<file path="src/rtl/circle_plotter.sv">
// Midpoint-circle rasteriser: one pixel per cycle over eight octants with off-screen clipping.
// Define CIRCLE_PLOTTER_CLEAR_EN to raster-clear the framebuffer to colour 0 before every draw.
module circle_plotter #(
    parameter int SCREEN_W = 160,
    parameter int SCREEN_H = 120,
    parameter int X_W      = 8,
    parameter int Y_W      = 7,
    parameter int COLOUR_W = 3
) (
    input  logic                CLOCK_50,
    input  logic                resetn,
    input  logic                start,
    input  logic [X_W-1:0]      centre_x,
    input  logic [Y_W-1:0]      centre_y,
    input  logic [X_W-1:0]      radius,
    input  logic [COLOUR_W-1:0] colour,
    output logic                done,
    output logic [X_W-1:0]      vga_x,
    output logic [Y_W-1:0]      vga_y,
    output logic [COLOUR_W-1:0] vga_colour,
    output logic                vga_plot
);

    localparam int PW = ((X_W > Y_W) ? X_W : Y_W) + 2;
    localparam int CW = X_W + 3;
    localparam logic [X_W-1:0]        ONE_X  = {{(X_W-1){1'b0}}, 1'b1};
    localparam logic signed [CW-1:0]  ONE_C  = {{(CW-1){1'b0}}, 1'b1};
    localparam logic signed [PW-1:0]  ZERO_P = {PW{1'b0}};
    localparam logic signed [PW-1:0]  SW_P   = PW'(SCREEN_W);
    localparam logic signed [PW-1:0]  SH_P   = PW'(SCREEN_H);

    typedef enum logic [2:0] {
        IDLE  = 3'd0,
        CLEAR = 3'd1,
        INIT  = 3'd2,
        PLOT  = 3'd3,
        STEP  = 3'd4,
        DONE  = 3'd5
    } state_t;

    state_t                state_r, state_s;
    logic [X_W-1:0]        cx_r, rad_r, ox_r, ox_s, oy_r, oy_s;
    logic [Y_W-1:0]        cy_r;
    logic [COLOUR_W-1:0]   col_r;
    logic [2:0]            oct_r, oct_s;
    logic signed [CW-1:0]  crit_r, crit_s;

    logic [X_W-1:0]        oy_inc_s, ox_step_s;
    logic [X_W:0]          ox_dec_w_s;
    logic signed [CW-1:0]  oy_c_s, ox_c_s, rad_c_s, crit_step_s;
    logic                  more_s;

`ifdef CIRCLE_PLOTTER_CLEAR_EN
    logic [X_W-1:0]        clr_x_r, clr_x_s;
    logic [Y_W-1:0]        clr_y_r, clr_y_s;
`endif

    logic signed [PW-1:0]  cxp_s, cyp_s, oxp_s, oyp_s, px_s, py_s;
    logic                  in_bounds_s;
    logic                  done_s, plot_s;
    logic [X_W-1:0]        x_s;
    logic [Y_W-1:0]        y_s;
    logic [COLOUR_W-1:0]   colour_s;

    // State register
    always_ff @(posedge CLOCK_50) begin
        if (!resetn) begin
            state_r <= IDLE;
        end else begin
            state_r <= state_s;
        end
    end

    // Next-state and next-datapath logic; STEP detects ox underflowing below zero
    always_comb begin
        state_s     = state_r;
        ox_s        = ox_r;
        oy_s        = oy_r;
        crit_s      = crit_r;
        oct_s       = oct_r;
`ifdef CIRCLE_PLOTTER_CLEAR_EN
        clr_x_s     = clr_x_r;
        clr_y_s     = clr_y_r;
`endif
        oy_inc_s    = oy_r + ONE_X;
        ox_dec_w_s  = {1'b0, ox_r} - {{X_W{1'b0}}, 1'b1};
        oy_c_s      = $signed({{(CW-X_W){1'b0}}, oy_inc_s});
        ox_c_s      = $signed({{(CW-X_W){1'b0}}, ox_dec_w_s[X_W-1:0]});
        rad_c_s     = $signed({{(CW-X_W){1'b0}}, rad_r});
        if (crit_r[CW-1] || (crit_r == {CW{1'b0}})) begin
            ox_step_s   = ox_r;
            crit_step_s = crit_r + (oy_c_s <<< 1) + ONE_C;
            more_s      = (oy_inc_s <= ox_r);
        end else begin
            ox_step_s   = ox_dec_w_s[X_W-1:0];
            crit_step_s = crit_r + ((oy_c_s - ox_c_s) <<< 1) + ONE_C;
            more_s      = !ox_dec_w_s[X_W] && (oy_inc_s <= ox_dec_w_s[X_W-1:0]);
        end
        case (state_r)
            IDLE: begin
                if (start) begin
`ifdef CIRCLE_PLOTTER_CLEAR_EN
                    state_s = CLEAR;
                    clr_x_s = {X_W{1'b0}};
                    clr_y_s = {Y_W{1'b0}};
`else
                    state_s = INIT;
`endif
                end else begin
                    state_s = IDLE;
                end
            end
`ifdef CIRCLE_PLOTTER_CLEAR_EN
            CLEAR: begin
                if (clr_x_r == X_W'(SCREEN_W - 1)) begin
                    clr_x_s = {X_W{1'b0}};
                    if (clr_y_r == Y_W'(SCREEN_H - 1)) begin
                        state_s = INIT;
                    end else begin
                        clr_y_s = clr_y_r + {{(Y_W-1){1'b0}}, 1'b1};
                    end
                end else begin
                    clr_x_s = clr_x_r + ONE_X;
                end
            end
`endif
            INIT: begin
                ox_s    = rad_r;
                oy_s    = {X_W{1'b0}};
                crit_s  = ONE_C - rad_c_s;
                oct_s   = 3'd0;
                state_s = PLOT;
            end
            PLOT: begin
                if (oct_r == 3'd7) begin
                    state_s = STEP;
                end else begin
                    oct_s = oct_r + 3'd1;
                end
            end
            STEP: begin
                oy_s    = oy_inc_s;
                ox_s    = ox_step_s;
                crit_s  = crit_step_s;
                oct_s   = 3'd0;
                state_s = more_s ? PLOT : DONE;
            end
            DONE: begin
                if (!start) begin
                    state_s = IDLE;
                end else begin
                    state_s = DONE;
                end
            end
            default: begin
                state_s = IDLE;
            end
        endcase
    end

    // Output logic: the pixel for the coming state cycle, so it is visible during that cycle
    always_comb begin
        cxp_s = $signed({{(PW-X_W){1'b0}}, cx_r});
        cyp_s = $signed({{(PW-Y_W){1'b0}}, cy_r});
        oxp_s = $signed({{(PW-X_W){1'b0}}, ox_s});
        oyp_s = $signed({{(PW-X_W){1'b0}}, oy_s});
        case (oct_s)
            3'd0:    begin px_s = cxp_s + oxp_s; py_s = cyp_s + oyp_s; end
            3'd1:    begin px_s = cxp_s + oyp_s; py_s = cyp_s + oxp_s; end
            3'd2:    begin px_s = cxp_s - oxp_s; py_s = cyp_s + oyp_s; end
            3'd3:    begin px_s = cxp_s - oyp_s; py_s = cyp_s + oxp_s; end
            3'd4:    begin px_s = cxp_s - oxp_s; py_s = cyp_s - oyp_s; end
            3'd5:    begin px_s = cxp_s - oyp_s; py_s = cyp_s - oxp_s; end
            3'd6:    begin px_s = cxp_s + oxp_s; py_s = cyp_s - oyp_s; end
            3'd7:    begin px_s = cxp_s + oyp_s; py_s = cyp_s - oxp_s; end
            default: begin px_s = cxp_s;         py_s = cyp_s;         end
        endcase
        in_bounds_s = (px_s >= ZERO_P) && (px_s < SW_P) && (py_s >= ZERO_P) && (py_s < SH_P);
        done_s   = 1'b0;
        plot_s   = 1'b0;
        x_s      = {X_W{1'b0}};
        y_s      = {Y_W{1'b0}};
        colour_s = {COLOUR_W{1'b0}};
        case (state_s)
`ifdef CIRCLE_PLOTTER_CLEAR_EN
            CLEAR: begin
                plot_s = 1'b1;
                x_s    = clr_x_s;
                y_s    = clr_y_s;
            end
`endif
            PLOT: begin
                plot_s   = in_bounds_s;
                x_s      = px_s[X_W-1:0];
                y_s      = py_s[Y_W-1:0];
                colour_s = col_r;
            end
            DONE: begin
                done_s = 1'b1;
            end
            default: begin
                done_s = 1'b0;
            end
        endcase
    end

    // Datapath registers; request operands are captured only when leaving IDLE
    always_ff @(posedge CLOCK_50) begin
        if (!resetn) begin
            cx_r    <= {X_W{1'b0}};
            cy_r    <= {Y_W{1'b0}};
            rad_r   <= {X_W{1'b0}};
            col_r   <= {COLOUR_W{1'b0}};
            ox_r    <= {X_W{1'b0}};
            oy_r    <= {X_W{1'b0}};
            crit_r  <= {CW{1'b0}};
            oct_r   <= 3'd0;
`ifdef CIRCLE_PLOTTER_CLEAR_EN
            clr_x_r <= {X_W{1'b0}};
            clr_y_r <= {Y_W{1'b0}};
`endif
        end else begin
            if ((state_r == IDLE) && start) begin
                cx_r  <= centre_x;
                cy_r  <= centre_y;
                rad_r <= radius;
                col_r <= colour;
            end
            ox_r    <= ox_s;
            oy_r    <= oy_s;
            crit_r  <= crit_s;
            oct_r   <= oct_s;
`ifdef CIRCLE_PLOTTER_CLEAR_EN
            clr_x_r <= clr_x_s;
            clr_y_r <= clr_y_s;
`endif
        end
    end

    // Registered outputs
    always_ff @(posedge CLOCK_50) begin
        if (!resetn) begin
            done       <= 1'b0;
            vga_plot   <= 1'b0;
            vga_x      <= {X_W{1'b0}};
            vga_y      <= {Y_W{1'b0}};
            vga_colour <= {COLOUR_W{1'b0}};
        end else begin
            done       <= done_s;
            vga_plot   <= plot_s;
            vga_x      <= x_s;
            vga_y      <= y_s;
            vga_colour <= colour_s;
        end
    end

endmodule

</file>
<file path="config.mk">
export PLATFORM = sky130hd
export DESIGN_NAME = circle_plotter
export DESIGN_NICKNAME = d
export VERILOG_FILES = /design/src/rtl/circle_plotter.sv
export SDC_FILE = /design/constraint.sdc
export NUM_CORES = 1
export LEC_CHECK = 0
export BUFFER_PORTS_ARGS = -buffer_cell sky130_fd_sc_hd__buf_4
export CORE_ASPECT_RATIO = 0.5
export CORE_UTILIZATION = 50
export CTS_CLUSTER_SIZE = 30
export DETAILED_ROUTE_END_ITERATION = 16
export GPL_TIMING_DRIVEN = 0
export PLACE_DENSITY = 0.81
export SLEW_MARGIN = 20
export SYNTH_ARGS = -nofsm -noshare
export SYNTH_HDL_FRONTEND = slang
export SYNTH_SLANG_ARGS = --single-unit
</file>
<file path="constraint.sdc">
create_clock -name CLOCK_50 -period 4.1 [get_ports CLOCK_50]
set_input_delay 0.615 -clock CLOCK_50 [delete_from_list [all_inputs] [get_ports CLOCK_50]]
set_output_delay 0.615 -clock CLOCK_50 [all_outputs]
set_load 0.02 [all_outputs]
</file>
==> summary.md <==
| Metric | Value |
|---|---|
| Largest net degree at the start of global routing | 15 |
| Core area | 0.01295 sq mm |
| Global-route wire length before repair | 32890 um |
| Max Clock Skew | 0.009235 ns |
| Count of cell types in the netlist | 75 |
| CP Cell Sequence | buf_6 > or3b_4 > buf_6 > a311o_1 > buf_6 > nand2_8 > o21ai_2 > a221oi_4 > buf_12 > mux2i_4 > ha_1 > nor2b_1 > o211ai_1 > a31oi_1 > a311oi_1 > nor2_1 > a31o_2 > a221oi_4 > nor4_1 |
| RR Startpoint | state_r[2] |
| TritonCTS Buffers | 9 |
| Ys Warns | 0 |
| Hold-fix buffers, CTS | 0 |
| Post-route cell area | 0.008227 sq mm |
| Bufs on Longest Clock Path | 2 |
| Slew at the pin with the worst max-slew slack | 0.9352 ns |
| Vias | 6982 |
| FF+latch count, synth | 79 |
| Aggregate global-route resource usage | 0.2940 |
| WL final | 21140 um |
| Mapped Area | 0.006799 sq mm |
| Async S/R FF share, synth | 0 |
| Worst-path clk slew | 0.07 ns |
| Arrival time worst endpoint | 4.35 ns |
| Root buf cell | clkbuf_16 |
| CTS tree | done |
| Clock Sinks | 79 |
| Fmax achieved | 241.8 MHz |
| H-tree depth | 3 |
| Worst setup path category | flop to flop |
| Placed cell area | 0.007365 sq mm |
| Post-synth EDFFs | 0 |
| Gpl congestion | 0.9398 |
| Clk network pwr share | 0.351 |
| Cell Pwr Density | 309.6 mW/mm^2 |
| Area share of the largest cell type after synthesis | 0.2326 |
| Area Overhead vs Synth | 21.00% |
| Synth Area in Simple Gates | 0.1980 |
| Starting Density | 0.5249 |
| Post-Synth XOR/XNOR Area | 0.06441 |
| Vias/cell | 6.206 |
| TritonRoute pass-1 iters | 5 |
| Internal power | 1.675 mW |
| Vias in the first global route | 6507 |
| Slew headroom | 0.3765 |
| Area contributors post-synth | dfxtp_1 (23%), ha_1 (15%), a21oi_1 (5.7%) |
| Crit-path slowest cell | or3b_4 |
| Final Setup Violations | 1 |
| Max-Cap Viols | 0 |
| Worst setup SP type | flop |
| Synth Area in Compound Gates | 0.2541 |
| Post-DP HPWL | 15120 um |
| Worst Setup End Kind | flop |
| Ys flop type | dfxtp_1 |
| Min cycle time layout | 4.135 ns |
| Seq/Total Area, Yosys | 0.2326 |
| Final WS setup | -0.03511 ns |
| Multiplexer area fraction after synthesis | 0.02871 |
| Yosys top cell by area | dfxtp_1 |
| RSZ-0062 raised after global routing | yes |
| Sw frac | 0.3424 |
| Inserted Diodes | 0 |
| Die area | 0.01410 sq mm |
| Fin crit share | 1.009 |
| Comb pwr share | 0.311 |
| Synth Area in Adders | 0.1792 |
| Reg power frac | 0.338 |
| Most used cell, CP | buf_6 |
| Initial antenna violation count | 0 |
| DRC Markers | 0 |
| Max stage delay on crit path | 0.37 ns |
| Layout cells sized above 1 | 0.1675 |
| Largest family of logic cells by synthesized area | compound AO/OA/AOI/OAI gates |
| Drt wl/cell | 18.79 um |
| CP startpoint | state_r[2] |
| Fin. max-slew vios | 0 |
| FP Rows | 29 |
| Avg Cell Area, Syn | 7.833 sq um |
| Die width | 166.9 um |
| Post-layout nets | 1071 |
| Outcome | finished with violations |
| Detail Route Antenna Nets | 0 |
| Overflow after GRT | 0 |
| Drt initial violations | 715 |
| Worst path required time | 4.32 ns |
| Synthesized instance count | 868 |
| Hold_ws | 0.4593 ns |
| Net Sw Power | 0.8721 mW |
| Die Y | 84.46 um |
| Pleak | 3.505 nW |
| Worst Path Max Fanout | 8 |
| Hold Crit Start | col_r[1] |
| Failing checks | negative setup slack |
| I/O pin total | 49 |
| IO buf count | 47 |
| Mapped Nets | 989 |
| Worst skew pair latency | 0.35 ns |
| Max VDD drop | 0.2365 mV |
| Worst Hold Class | flop to flop |
| Fin. Hold Viols | 0 |
-- registers in the layout, summed over array words and instances (netlist names) --
signal	flops
col_r	3
crit_r	11
cx_r	8
cy_r	7
done	1
oct_r	3
ox_r	8
oy_r	8
rad_r	8
state_r	3
vga_colour	3
vga_plot	1
vga_x	8
vga_y	7
-- stage by stage --
stage	cells	util	power, mW	worst slack, ns	setup TNS [ns]
6_report	1125	0.6351	2.547	-0.03511	-0.03511
5_1_grt	1125	0.6351	2.657	-0.1323	-0.1323
4_1_cts	1113	0.6154	2.500	-0.04734	-0.04734
3_5_place_dp	1085	0.5685	1.568	-0.7806	-2.355
3_3_place_gp	1085	0.5685	1.541	-0.7563	-1.916
2_1_floorplan	868	-	1.387	0.1824	0
-- metal layers --
metal / share of wire / vias to the layer above / GRT usage / wire length [um]
li1: - / 3331 / - / -
met1: 0.44 / 3272 / 0.3831 / 9218
met2: 0.46 / 334 / 0.4812 / 9705
met3: 0.077 / 45 / 0.05186 / 1633
met4: 0.027 / 0 / 0.1271 / 580
met5: 0 / - / 0 / 0
-- layout make-up --
cell class / instances / area [sq um]
clock buffers: 9 / 225.2
clock inverters: 7 / 96.34
flip-flops and latches: 79 / 1584
repair buffers: 74 / 581.8
plain buffers: 30 / 148.9
multi-input cells: 716 / 5228
fillers: 1056 / 4727
well taps: 170 / 212.7
inverters: 40 / 150.1
-- logic make-up after synthesis --
| group | count (synthesis) |
|---|---|
| AOI/OAI and AO/OA | 262 |
| xor gates and xnor gates | 50 |
| adders and majority gates | 92 |
| buffers and inverters | 73 |
| DFF | 79 |
| muxes | 19 |
| and+or+nand+nor | 293 |
-- Yosys cell counts (all sizes together), types with 7 or more instances --
library cell and count:
nor2b 14, xnor2 33, xor2 17, a31oi 14, inv 40, nand2b 7
a21oi 78, nor2 89, and3 10, a21o 11, dfxtp 79, buf 9
a211oi 15, ha 83, mux2i 18, o21ai 52, o21a 12, clkbuf 24
o211ai 9, nand2 102, nand3 15, nor3 23, fa 9
-- worst paths after layout --
check             endpoint  slack (ns)  cells past startpoint
setup / recovery  vga_plot       -0.04                     19
hold / removal    col_r[1]        0.46                      2
hold reg to reg   col_r[1]        0.46                      2
setup reg to reg  vga_plot       -0.04                     19
-- critical path, delay by kind of cell, from the launching register on --
kind	cells	cell delay (ns)
buf+inv	4	0.58
compound gates	8	1.92
mux	1	0.07
fa+ha+maj	1	0.32
simple gates	5	0.75
flops	1	0.34
-- power groups by stage --
stage,Clock [mW],Sequential (mW),Combinational (mW)
CTS,0.895,0.858,0.746
detailed placement,0,0.869,0.699
finish,0.894,0.860,0.793
global route,0.923,0.864,0.870
floorplan,0,0.856,0.531
global placement,0,0.868,0.673
-- cells in the final DEF (no fill, tap or decap), types with 12 or more instances in the layout --
cell type,count
buf_4,70
mux2i_1,14
a211oi_1,12
nand2_1,99
o21a_1,12
inv_1,39
xnor2_1,31
nor3_1,22
o21ai_0,45
xor2_1,16
nor2b_1,14
nand3_1,15
nor2_1,86
ha_1,80
dfxtp_1,77
clkbuf_1,18
a21oi_1,75
-- what timing repair did --
| action | in CTS | in global routing |
|---|---|---|
| setup buffers | 13 | 13 |
| endpoints found under the setup margin | 10 | 13 |
| pin swaps | 12 | 15 |
| cloned | 0 | 1 |
| gates resized for setup | 33 | 39 |
No activity file was read; power rests on OpenSTA's default activity.
